[src/rtl/dds_phase_accumulator_pkg.sv]
// Shared definitions for the DDS phase generator: default widths and the
// chirp controller state encoding.
package dds_phase_accumulator_pkg;

  localparam int unsigned ACC_W_DEF   = 32;
  localparam int unsigned PHASE_W_DEF = 10;

  typedef enum logic {
    ST_IDLE  = 1'b0,
    ST_SWEEP = 1'b1
  } sweep_state_e;

endpackage

[src/rtl/dds_sweep_ctrl.sv]
// Linear chirp controller: owns the active tuning word and ramps it by a fixed
// step per enabled cycle until the stop word is reached.
module dds_sweep_ctrl
  import dds_phase_accumulator_pkg::*;
#(
  parameter int unsigned ACC_W = ACC_W_DEF
) (
  input  logic             clk,
  input  logic             reset,
  input  logic             enable_i,
  input  logic             start_i,
  input  logic [ACC_W-1:0] step_i,
  input  logic [ACC_W-1:0] stop_i,
  input  logic             load_i,
  input  logic [ACC_W-1:0] load_ftw_i,
  output logic [ACC_W-1:0] ftw_o,
  output logic             busy_o,
  output logic             busy_next_o
);

  sweep_state_e     state_q, state_d;
  logic [ACC_W-1:0] step_q, step_d;
  logic [ACC_W-1:0] stop_q, stop_d;
  logic [ACC_W-1:0] ftw_q, ftw_d;
  logic [ACC_W:0]   trial;

  always_ff @(posedge clk or negedge reset) begin
    if (!reset) begin
      state_q <= ST_IDLE;
      step_q  <= '0;
      stop_q  <= '0;
      ftw_q   <= '0;
    end else begin
      state_q <= state_d;
      step_q  <= step_d;
      stop_q  <= stop_d;
      ftw_q   <= ftw_d;
    end
  end

  // The extra trial bit lets a step that overflows the word still terminate the sweep.
  always_comb begin
    state_d = state_q;
    step_d  = step_q;
    stop_d  = stop_q;
    ftw_d   = ftw_q;
    trial   = {1'b0, ftw_q} + {1'b0, step_q};
    case (state_q)
      ST_IDLE: begin
        if (start_i) begin
          state_d = ST_SWEEP;
          step_d  = step_i;
          stop_d  = stop_i;
        end
      end
      ST_SWEEP: begin
        if (enable_i) begin
          if (trial >= {1'b0, stop_q}) begin
            ftw_d   = stop_q;
            state_d = ST_IDLE;
          end else begin
            ftw_d = trial[ACC_W-1:0];
          end
        end
      end
      default: state_d = ST_IDLE;
    endcase
    if (load_i) begin
      ftw_d = load_ftw_i;
    end
  end

  assign ftw_o       = ftw_q;
  assign busy_o      = (state_q == ST_SWEEP);
  assign busy_next_o = (state_d == ST_SWEEP);

endmodule

[src/rtl/dds_phase_accumulator.sv]
// DDS phase generator: phase accumulator with static offset, phase-continuous
// tuning-word loading through a one-deep pending register, and a chirp controller.
module dds_phase_accumulator
  import dds_phase_accumulator_pkg::*;
#(
  parameter int unsigned ACC_W        = ACC_W_DEF,
  parameter int unsigned PHASE_W      = PHASE_W_DEF,
  parameter bit          LOAD_ON_WRAP = 1'b1
) (
  input  logic               clk,
  input  logic               reset,
  input  logic               enable,
  input  logic [ACC_W-1:0]   ftw_in,
  input  logic               ftw_valid,
  output logic               ftw_ready,
  input  logic [PHASE_W-1:0] offset_in,
  input  logic               sweep_start,
  input  logic [ACC_W-1:0]   sweep_step,
  input  logic [ACC_W-1:0]   sweep_stop,
  output logic               sweep_busy,
  output logic [PHASE_W-1:0] phase,
  output logic               phase_valid,
  output logic               wrap
);

  logic [ACC_W-1:0]   acc_q, acc_d;
  logic [ACC_W-1:0]   pend_ftw_q, pend_ftw_d;
  logic               pend_valid_q, pend_valid_d;
  logic [PHASE_W-1:0] phase_q, phase_d;
  logic               phase_valid_q, phase_valid_d;
  logic               wrap_q, wrap_d;
  logic               ftw_ready_q, ftw_ready_d;

  logic [ACC_W:0]     sum;
  logic [ACC_W-1:0]   ftw_act;
  logic               accept;
  logic               start_ok;
  logic               load_ftw;
  logic               busy;
  logic               busy_next;

  dds_sweep_ctrl #(
    .ACC_W(ACC_W)
  ) u_sweep (
    .clk        (clk),
    .reset      (reset),
    .enable_i   (enable),
    .start_i    (start_ok),
    .step_i     (sweep_step),
    .stop_i     (sweep_stop),
    .load_i     (load_ftw),
    .load_ftw_i (pend_ftw_q),
    .ftw_o      (ftw_act),
    .busy_o     (busy),
    .busy_next_o(busy_next)
  );

  // ftw_ready_q already encodes "idle with nothing pending", so it gates both requests;
  // a simultaneous tuning-word offer wins over a sweep start.
  always_comb begin
    sum      = {1'b0, acc_q} + {1'b0, ftw_act};
    accept   = ftw_valid & ftw_ready_q;
    start_ok = sweep_start & ftw_ready_q & ~ftw_valid;
    load_ftw = enable & pend_valid_q & (LOAD_ON_WRAP ? sum[ACC_W] : 1'b1);
  end

  always_comb begin
    acc_d         = acc_q;
    phase_d       = phase_q;
    phase_valid_d = 1'b0;
    wrap_d        = 1'b0;
    pend_valid_d  = pend_valid_q;
    pend_ftw_d    = pend_ftw_q;
    if (enable) begin
      acc_d         = sum[ACC_W-1:0];
      phase_d       = sum[ACC_W-1 -: PHASE_W] + offset_in;
      phase_valid_d = 1'b1;
      wrap_d        = sum[ACC_W];
    end
    if (accept) begin
      pend_valid_d = 1'b1;
      pend_ftw_d   = ftw_in;
    end else if (load_ftw) begin
      pend_valid_d = 1'b0;
    end
    ftw_ready_d = ~busy_next & ~pend_valid_d;
  end

  always_ff @(posedge clk or negedge reset) begin
    if (!reset) begin
      acc_q         <= '0;
      pend_ftw_q    <= '0;
      pend_valid_q  <= 1'b0;
      phase_q       <= '0;
      phase_valid_q <= 1'b0;
      wrap_q        <= 1'b0;
      ftw_ready_q   <= 1'b1;
    end else begin
      acc_q         <= acc_d;
      pend_ftw_q    <= pend_ftw_d;
      pend_valid_q  <= pend_valid_d;
      phase_q       <= phase_d;
      phase_valid_q <= phase_valid_d;
      wrap_q        <= wrap_d;
      ftw_ready_q   <= ftw_ready_d;
    end
  end

  assign ftw_ready   = ftw_ready_q;
  assign sweep_busy  = busy;
  assign phase       = phase_q;
  assign phase_valid = phase_valid_q;
  assign wrap        = wrap_q;

endmodule

[config.mk]
export PLATFORM = sky130hd
export DESIGN_NAME = dds_phase_accumulator
export DESIGN_NICKNAME = d
export VERILOG_FILES = /design/src/rtl/dds_phase_accumulator_pkg.sv /design/src/rtl/dds_sweep_ctrl.sv /design/src/rtl/dds_phase_accumulator.sv
export SDC_FILE = /design/constraint.sdc
export NUM_CORES = 1
export LEC_CHECK = 0
export BUFFER_PORTS_ARGS = -buffer_cell sky130_fd_sc_hd__buf_2
export CAP_MARGIN = 20
export CORE_MARGIN = 5
export CORE_UTILIZATION = 50
export CTS_BUF_LIST = sky130_fd_sc_hd__clkbuf_8
export DETAILED_ROUTE_END_ITERATION = 16
export PLACE_DENSITY = 0.78
export REMOVE_ABC_BUFFERS = 1
export SYNTH_ARGS = -nofsm -noshare
export SYNTH_HDL_FRONTEND = slang
export SYNTH_HIERARCHICAL = 1
export SYNTH_SLANG_ARGS = --single-unit
[constraint.sdc]
create_clock -name clk -period 15.21 [get_ports clk]
set_clock_uncertainty 0.2 [all_clocks]
set_input_delay 3.042 -clock clk [delete_from_list [all_inputs] [get_ports clk]]
set_output_delay 3.042 -clock clk [all_outputs]
set_load 0.005 [all_outputs]
==> summary.md, run 1 <==
| Metric | Value |
|---|---|
| Maximum number of pins on one net before global-route repair | 96 |
| Min-Delay Path Class | flop to flop |
| Critical path class | input pin to flop |
| CTS HTree Levels | 4 |
| Final WL | 29500 µm |
| Final Hold Viols | 0 |
| Number of enable flip-flop cells after synthesis | 0 |
| Mapped Cells | 1190 |
| Hold path depth | 2 |
| Core Area | 23300 µm² |
| Area of the multi-input gates | 6900 µm² |
| Clock Tree Root | clkbuf_8 |
| GP Congestion | 0.963 |
| Worst hold start | acc_q[30] |
| DRT iter0 DRCs | 739 |
| Reg2Reg Setup Slack | 9500 ps |
| Status | finished, final reports clean |
| CP required | 15400 ps |
| Clk slew on worst S/H paths | 90 ps |
| Post-synth top cells | dfrtp_1, a21oi_1, ha_1 |
| FF/Latch Area | 4380 µm² |
| Hold Buf Count CTS | 0 |
| Chip height | 163 µm |
| Post-cts repair resize count | 0 |
| Ant diodes | 0 |
| Initial antenna violation count | 0 |
| Max Fclk | 168 MHz |
| Row count | 56 |
| Setup TNS | 0 ps |
| Area leader, netlist | dfrtp_1 |
| # DRC | 0 |
| First-pass GRT wire length | 48400 µm |
| Hold EP | acc_q[30] |
| Layout cell share with drive strength beyond 1 | 22.0% |
| Crit-path max FO | 51 |
| Main synth FF type | dfrtp_1 |
| R2r endpoint | u_sweep/ftw_o[12] |
| Remaining antenna violation count | 0 |
| Port bufs | 124 |
| Max_cap viols | 0 |
| Nets | 1503 |
| Crit end category | flop |
| Top-count cell post-synth | dfrtp_1 |
| Min cycle time layout | 5960 ps |
| # clock sinks | 175 |
| Routed length per instance | 18.3 µm |
| Worst Reg-to-Reg Cells | 20 |
| Total setup buffers inserted after CTS | 0 |
| Crit path launch type | input pin |
| Final Max Slew Viols | 0 |
| Gr ovfl total | 0 |
| Clock Path Buffers | 2 |
| Worst r2r src | u_sweep/ftw_o[17] |
| Cts bufs inserted | 17 |
| Vias | 9603 |
| Vias in the first global route | 9633 |
| Via density per instance | 5.94 |
| Worst Tran Pin Value | 1020 ps |
| CP arrival | 6150 ps |
| Synth top area share | 37.1% |
| Rel. slew slack | 32.0% |
| Asr flop ratio synth | 100% |
| Area growth syn-to-layout | 10.6% |
| Boundary Pins | 125 |
| Syn_area_per_cell | 9.85 µm² |
| Die W | 163 µm |
| Tot GR Track Use | 22.3% |
| Final period utilization | 39.2% |
| Starting density of the core | 50.4% |
| Area contributors post-synth | dfrtp_1, ha_1, mux2_2 |
| 1st-pass router iterations | 8 |
| Yosys warns | 6 |
| Filler cell count | 2123 |
| Yosys cell types | 80 |
| CTS tree | yes |
| Synthesis-stage register bit count | 175 |
| RSZ-0062 raised after global routing | false |
| Register area share after synthesis | 37.4% |
| Post-Synthesis Cell Area | 11700 µm² |
| DP Wirelength | 22100 µm |
| Final Setup Violations | 0 |
| Clock Latency Late Sink | 470 ps |
| Die footprint | 26600 µm² |
sequential cells by signal, indices dropped and copies added, names as in the netlist:
name,cells
phase_valid,1
u_sweep/step_q,32
pend_valid_q,1
ftw_ready,1
u_sweep/busy_o,1
acc_q,32
pend_ftw_q,32
u_sweep/ftw_o,32
u_sweep/stop_q,32
wrap,1
phase,10
worst max-delay path, cell delays in order:
cell and delay (ps):
buf_2 80, buf_4 490, inv_1 510, nor2_1 220, a31oi_1 80, a21oi_1 270
inv_1 310, nand2_1 390, buf_4 380, o22ai_1 150, nor3_2 170
per-stage QoR:
step	worst slack, ps	util (%)	cell area [µm²]	hold slack, ps	cells
floorplan	7430	-	11500	253	1132
global placement	8380	54.0	12600	280	1583
detailed placement	8810	54.1	12600	275	1584
CTS	9290	55.7	13000	304	1616
global route	9080	55.7	13000	329	1616
finish	9250	55.7	13000	308	1616
cells in the final DEF, fill, tap and decap left out, types with 32 or more instances in the layout:
cell type,instances
nand2_1,83
xnor2_1,36
a21o_1,37
nor2_1,35
mux2_2,93
inv_1,54
dfrtp_1,174
buf_2,123
ha_1,105
a21oi_1,115
o21ai_0,62
o22ai_1,32
logic make-up after synthesis:
| group | count (synthesis) | synth area share, % |
|---|---|---|
| flops | 175 | 37.4 |
| compound gates | 382 | 21.3 |
| buf+inv | 111 | 3.88 |
| simple gates | 233 | 9.81 |
| xor+xnor | 57 | 4.32 |
| mux | 124 | 11.6 |
| fa+ha+maj | 108 | 11.7 |
worst max path at each step:
stage	to	slack (ps)	start
floorplan	u_sweep/ftw_o[31]	7430	u_sweep/ftw_o[17]
global placement	u_sweep/ftw_o[31]	8380	enable
detailed placement	u_sweep/ftw_o[31]	8810	enable
CTS	u_sweep/ftw_o[31]	9290	enable
global route	u_sweep/ftw_o[31]	9080	enable
finish	u_sweep/ftw_o[31]	9250	enable
layer usage:
metal / routed length [µm] / up-vias / global-route usage (%) / share of wire [%]
li1: - / 4600 / - / -
met1: 13300 / 4670 / 30.7 / 45
met2: 13900 / 290 / 36.2 / 47
met3: 1520 / 43 / 3.89 / 5.1
met4: 760 / 0 / 6.94 / 2.6
met5: 0 / - / 0 / 0
layout make-up:
cell class | instances | share of cell area (%)
Clock buffer | 17 | 1.80
Clock inverter | 15 | 1.05
Inverter | 53 | 1.53
Multi-Input combinational cell | 904 | 53.2
Sequential cell | 175 | 33.8
Tap cell | 319 | 3.08
Timing Repair Buffer | 133 | 5.51
Power of run 1 is left out: the tool's default activity adds up to more than one toggle a clock period on the data nets, which glitch-free logic cannot reach.
==> run 2, diff against run 1 <==
Settings changed: ABC_AREA set to 1, PLACE_DENSITY 0.78 to 0.77.
Clock period 15.21 ns to 5.7 ns, I/O delays scaled along.
==> run 2 against run 1 <==
Clock-buffer cell count unchanged. Non-clock buffer count decreased by 2. Design area increased by 8.1%. First-iteration DRC count increased by 14%. Synthesized cell count increased by 39%. Die area increased by 7.5%. Cell count increased by 30%. Sequential share of layout area decreased by 2.5 points. Wire length increased by 18%. Area after synthesis increased by 8.0%. Worst hold slack got worse by 37 ps.
==> summary.md, run 2 <==
| Metric | Value |
|---|---|
| Port bufs | 124 (unchanged) |
| CP dominant cell by count | nand2_1 |
| Design area | 14000 µm² (+8.1%) |
| Register area share after synthesis | 34.6% (-2.8 points) |
| Die footprint | 28600 µm² (+7.5%) |
| Hold EP | phase[1] |
| Clk slew on worst S/H paths | 100 ps (about the same) |
| Chip height | 169 µm (+3.7%) |
| Hold Buf Count CTS | 0 (unchanged) |
| CP max stage delay | 470 ps (-40 ps) |
| Syn_area_per_cell | 7.67 µm² (-22%) |
| Most frequent cells in the layout | nand2_1, dfrtp_1, inv_1, nor2_1, buf_2 |
| Area of the multi-input gates | 7400 µm² (+7.2%) |
| Total setup buffers inserted after CTS | 0 (unchanged) |
| CP required | 5870 ps (-9530 ps) |
| Remaining antenna violation count | 0 (unchanged) |
| R2r endpoint | u_sweep/ftw_o[14] |
| Area leader, netlist | dfrtp_1 |
| Boundary Pins | 125 (unchanged) |
| Nets | 1977 (+32%) |
| Synth top area share | 34.4% (-2.7 points) |
| Worst r2r src | u_sweep/ftw_o[0] |
| Status | finished, final reports clean |
| Hold slack final | 271 ps (-37.1 ps) |
| Starting density of the core | 50.6% (+0.16 points) |
| # DRC | 0 (unchanged) |
| # clock sinks | 175 (unchanged) |
| PnR worst setup slack | 942 ps (-8310 ps) |
| Worst Reg-to-Reg Cells | 28 (+40%) |
| Via density per instance | 5.41 (-9.0%) |
| Vias | 11400 (+18%) |
| Layout cell share with drive strength beyond 1 | 17.2% (-4.8 points) |
| Core Area | 25000 µm² (+7.6%) |
| Final Max Slew Viols | 0 (unchanged) |
| Mapped Cells | 1651 (+39%) |
| DRT iter0 DRCs | 845 (+14%) |
| Min-Delay Path Class | flop to flop |
| Crit-path max FO | 33 (-35%) |
| CP arrival | 4920 ps (-1230 ps) |
| RSZ-0062 raised after global routing | false |
| FF/Latch Area | 4380 µm² (unchanged) |
| Crit path launch type | flop |
| Area after DPL | 13600 µm² (+7.6%) |
| Area growth syn-to-layout | 10.8% |
| Initial antenna violation count | 0 (unchanged) |
| Die W | 169 µm (+3.7%) |
| Final period utilization | 83.5% |
| First-pass GRT wire length | 56200 µm (+16%) |
| Post-cts repair resize count | 0 (unchanged) |
| Main synth FF type | dfrtp_1 |
| 1st-pass router iterations | 5 (-3) |
| Top-count cell post-synth | nand2_1 |
| Min cycle time layout | 4760 ps |
| Setup TNS | 0 ps (unchanged) |
| Rel. slew slack | 29.6% (-2.4 points) |
| Cts bufs inserted | 17 (unchanged) |
| Row count | 58 (+3.6%) |
| DP Wirelength | 26400 µm (+19%) |
| Final WL | 34700 µm (+18%) |
| Tot GR Track Use | 24.2% (+1.9 points) |
| Number of enable flip-flop cells after synthesis | 0 (unchanged) |
| Final Setup Violations | 0 (unchanged) |
| CTS tree | yes |
| Place WS | 1100 ps (-7710 ps) |
| Post-synth top cells | nand2_1, dfrtp_1, inv_1 |
| Clock Path Buffers | 2 (unchanged) |
| Post-Synthesis Cell Area | 12700 µm² (+8.0%) |
| Critical path class | flop to flop |
| Hold path depth | 2 (unchanged) |
| Filler cell count | 2357 (+11%) |
| Worst hold start | phase[1] |
| Critical path's slowest cell | dfrtp_1 |
| Routed length per instance | 16.5 µm (-9.6%) |
| Ant diodes | 0 (unchanged) |
| Maximum number of pins on one net before global-route repair | 93 (-3.1%) |
| Max_cap viols | 0 (unchanged) |
| Clock Latency Late Sink | 470 ps (about the same) |
| Yosys cell types | 58 (-28%) |
| Worst Tran Pin Value | 1050 ps (+35.1 ps) |
| Asr flop ratio synth | 100% (unchanged) |
| Gr ovfl total | 0 (unchanged) |
| Yosys warns | 6 (unchanged) |
| Vias in the first global route | 11100 (+15%) |
| GP Congestion | 0.990 (+2.8%) |
| Clock Tree Root | clkbuf_8 |
| Area contributors post-synth | dfrtp_1, nand2_1, ha_1 |
| Reg2Reg Setup Slack | 940 ps (-8560 ps) |
| CTS HTree Levels | 4 (unchanged) |
| Commonest non-fill, non-tap cell in the layout | nand2_1 |
| Synthesis-stage register bit count | 175 (unchanged) |
| Max Fclk | 210 MHz |
| Crit end category | flop |
| Final Hold Viols | 0 (unchanged) |
-- run 2: changes by cell type after synthesis, moves of 31 or more --
| cell | before | now |
|---|---|---|
| nor2_1 | 36 | 134 |
| nand2_1 | 83 | 442 |
| o22ai_1 | 32 | 0 |
| mux2i_1 | 31 | 0 |
| inv_1 | 53 | 172 |
| nand3_1 | 23 | 119 |
-- run 2: final cells by class --
cell class                      count  share of cell area [%]
Multi-Input combinational cell   1255                    52.8
Sequential cell                   175                    31.2
Timing Repair Buffer              131                    4.93
Inverter                          178                    4.77
Tap cell                          330                    2.94
Clock buffer                       17                    1.67
Clock inverter                     15                    1.66
-- run 2: cell families (layout without fill, tap and decap cells) --
kind of cell    count (synthesis)  after routing  synth area share (%)
simple gates                  787            787                  26.9
xor+xnor                       40             40                  2.83
fa+ha+maj                     108            108                  10.9
flops                         175            175                  34.6
compound gates                255            255                  12.1
buf+inv                       221            341                  7.01
mux                            65             65                  5.78
-- run 2: through the flow --
| stage | std cells | utilization, % |
|---|---|---|
| finish | 2101 | 56.0 |
| global route | 2101 | 56.0 |
| CTS | 2101 | 56.0 |
| detailed placement | 2069 | 54.1 |
| global placement | 2069 | 54.1 |
| floorplan | 1608 | - |
-- run 2: critical path, delay by kind of cell, from the launching register on --
kind	cells	cell delay [ps]
and+or+nand+nor	21	2220
adders and majority gates	3	950
DFF	1	470
AOI/OAI and AO/OA	2	500
xor gates and xnor gates	1	240
buffers and inverters	1	50
-- run 2: how the worst max path moves through the flow --
stage / startpoint / endpoint / slack [ps] / cells after the start
after global placement: u_sweep/ftw_o[0] / u_sweep/ftw_o[25] / 1120 / 28
after detailed placement: u_sweep/ftw_o[0] / u_sweep/ftw_o[17] / 1100 / 28
final: u_sweep/ftw_o[0] / u_sweep/ftw_o[14] / 940 / 28
after floorplan: u_sweep/ftw_o[0] / u_sweep/ftw_o[30] / 1800 / 18
after global routing: u_sweep/ftw_o[0] / u_sweep/ftw_o[20] / 550 / 28
after CTS: u_sweep/ftw_o[0] / u_sweep/ftw_o[28] / 1060 / 28
-- run 2: metal layers --
layer  track usage (%)  share of wire (%)
met1              34.3                 46
met2              40.3                 47
met3              2.71                4.8
met4              5.60                1.8
met5                 0                  0
Power of run 2 is left out for the same reason.
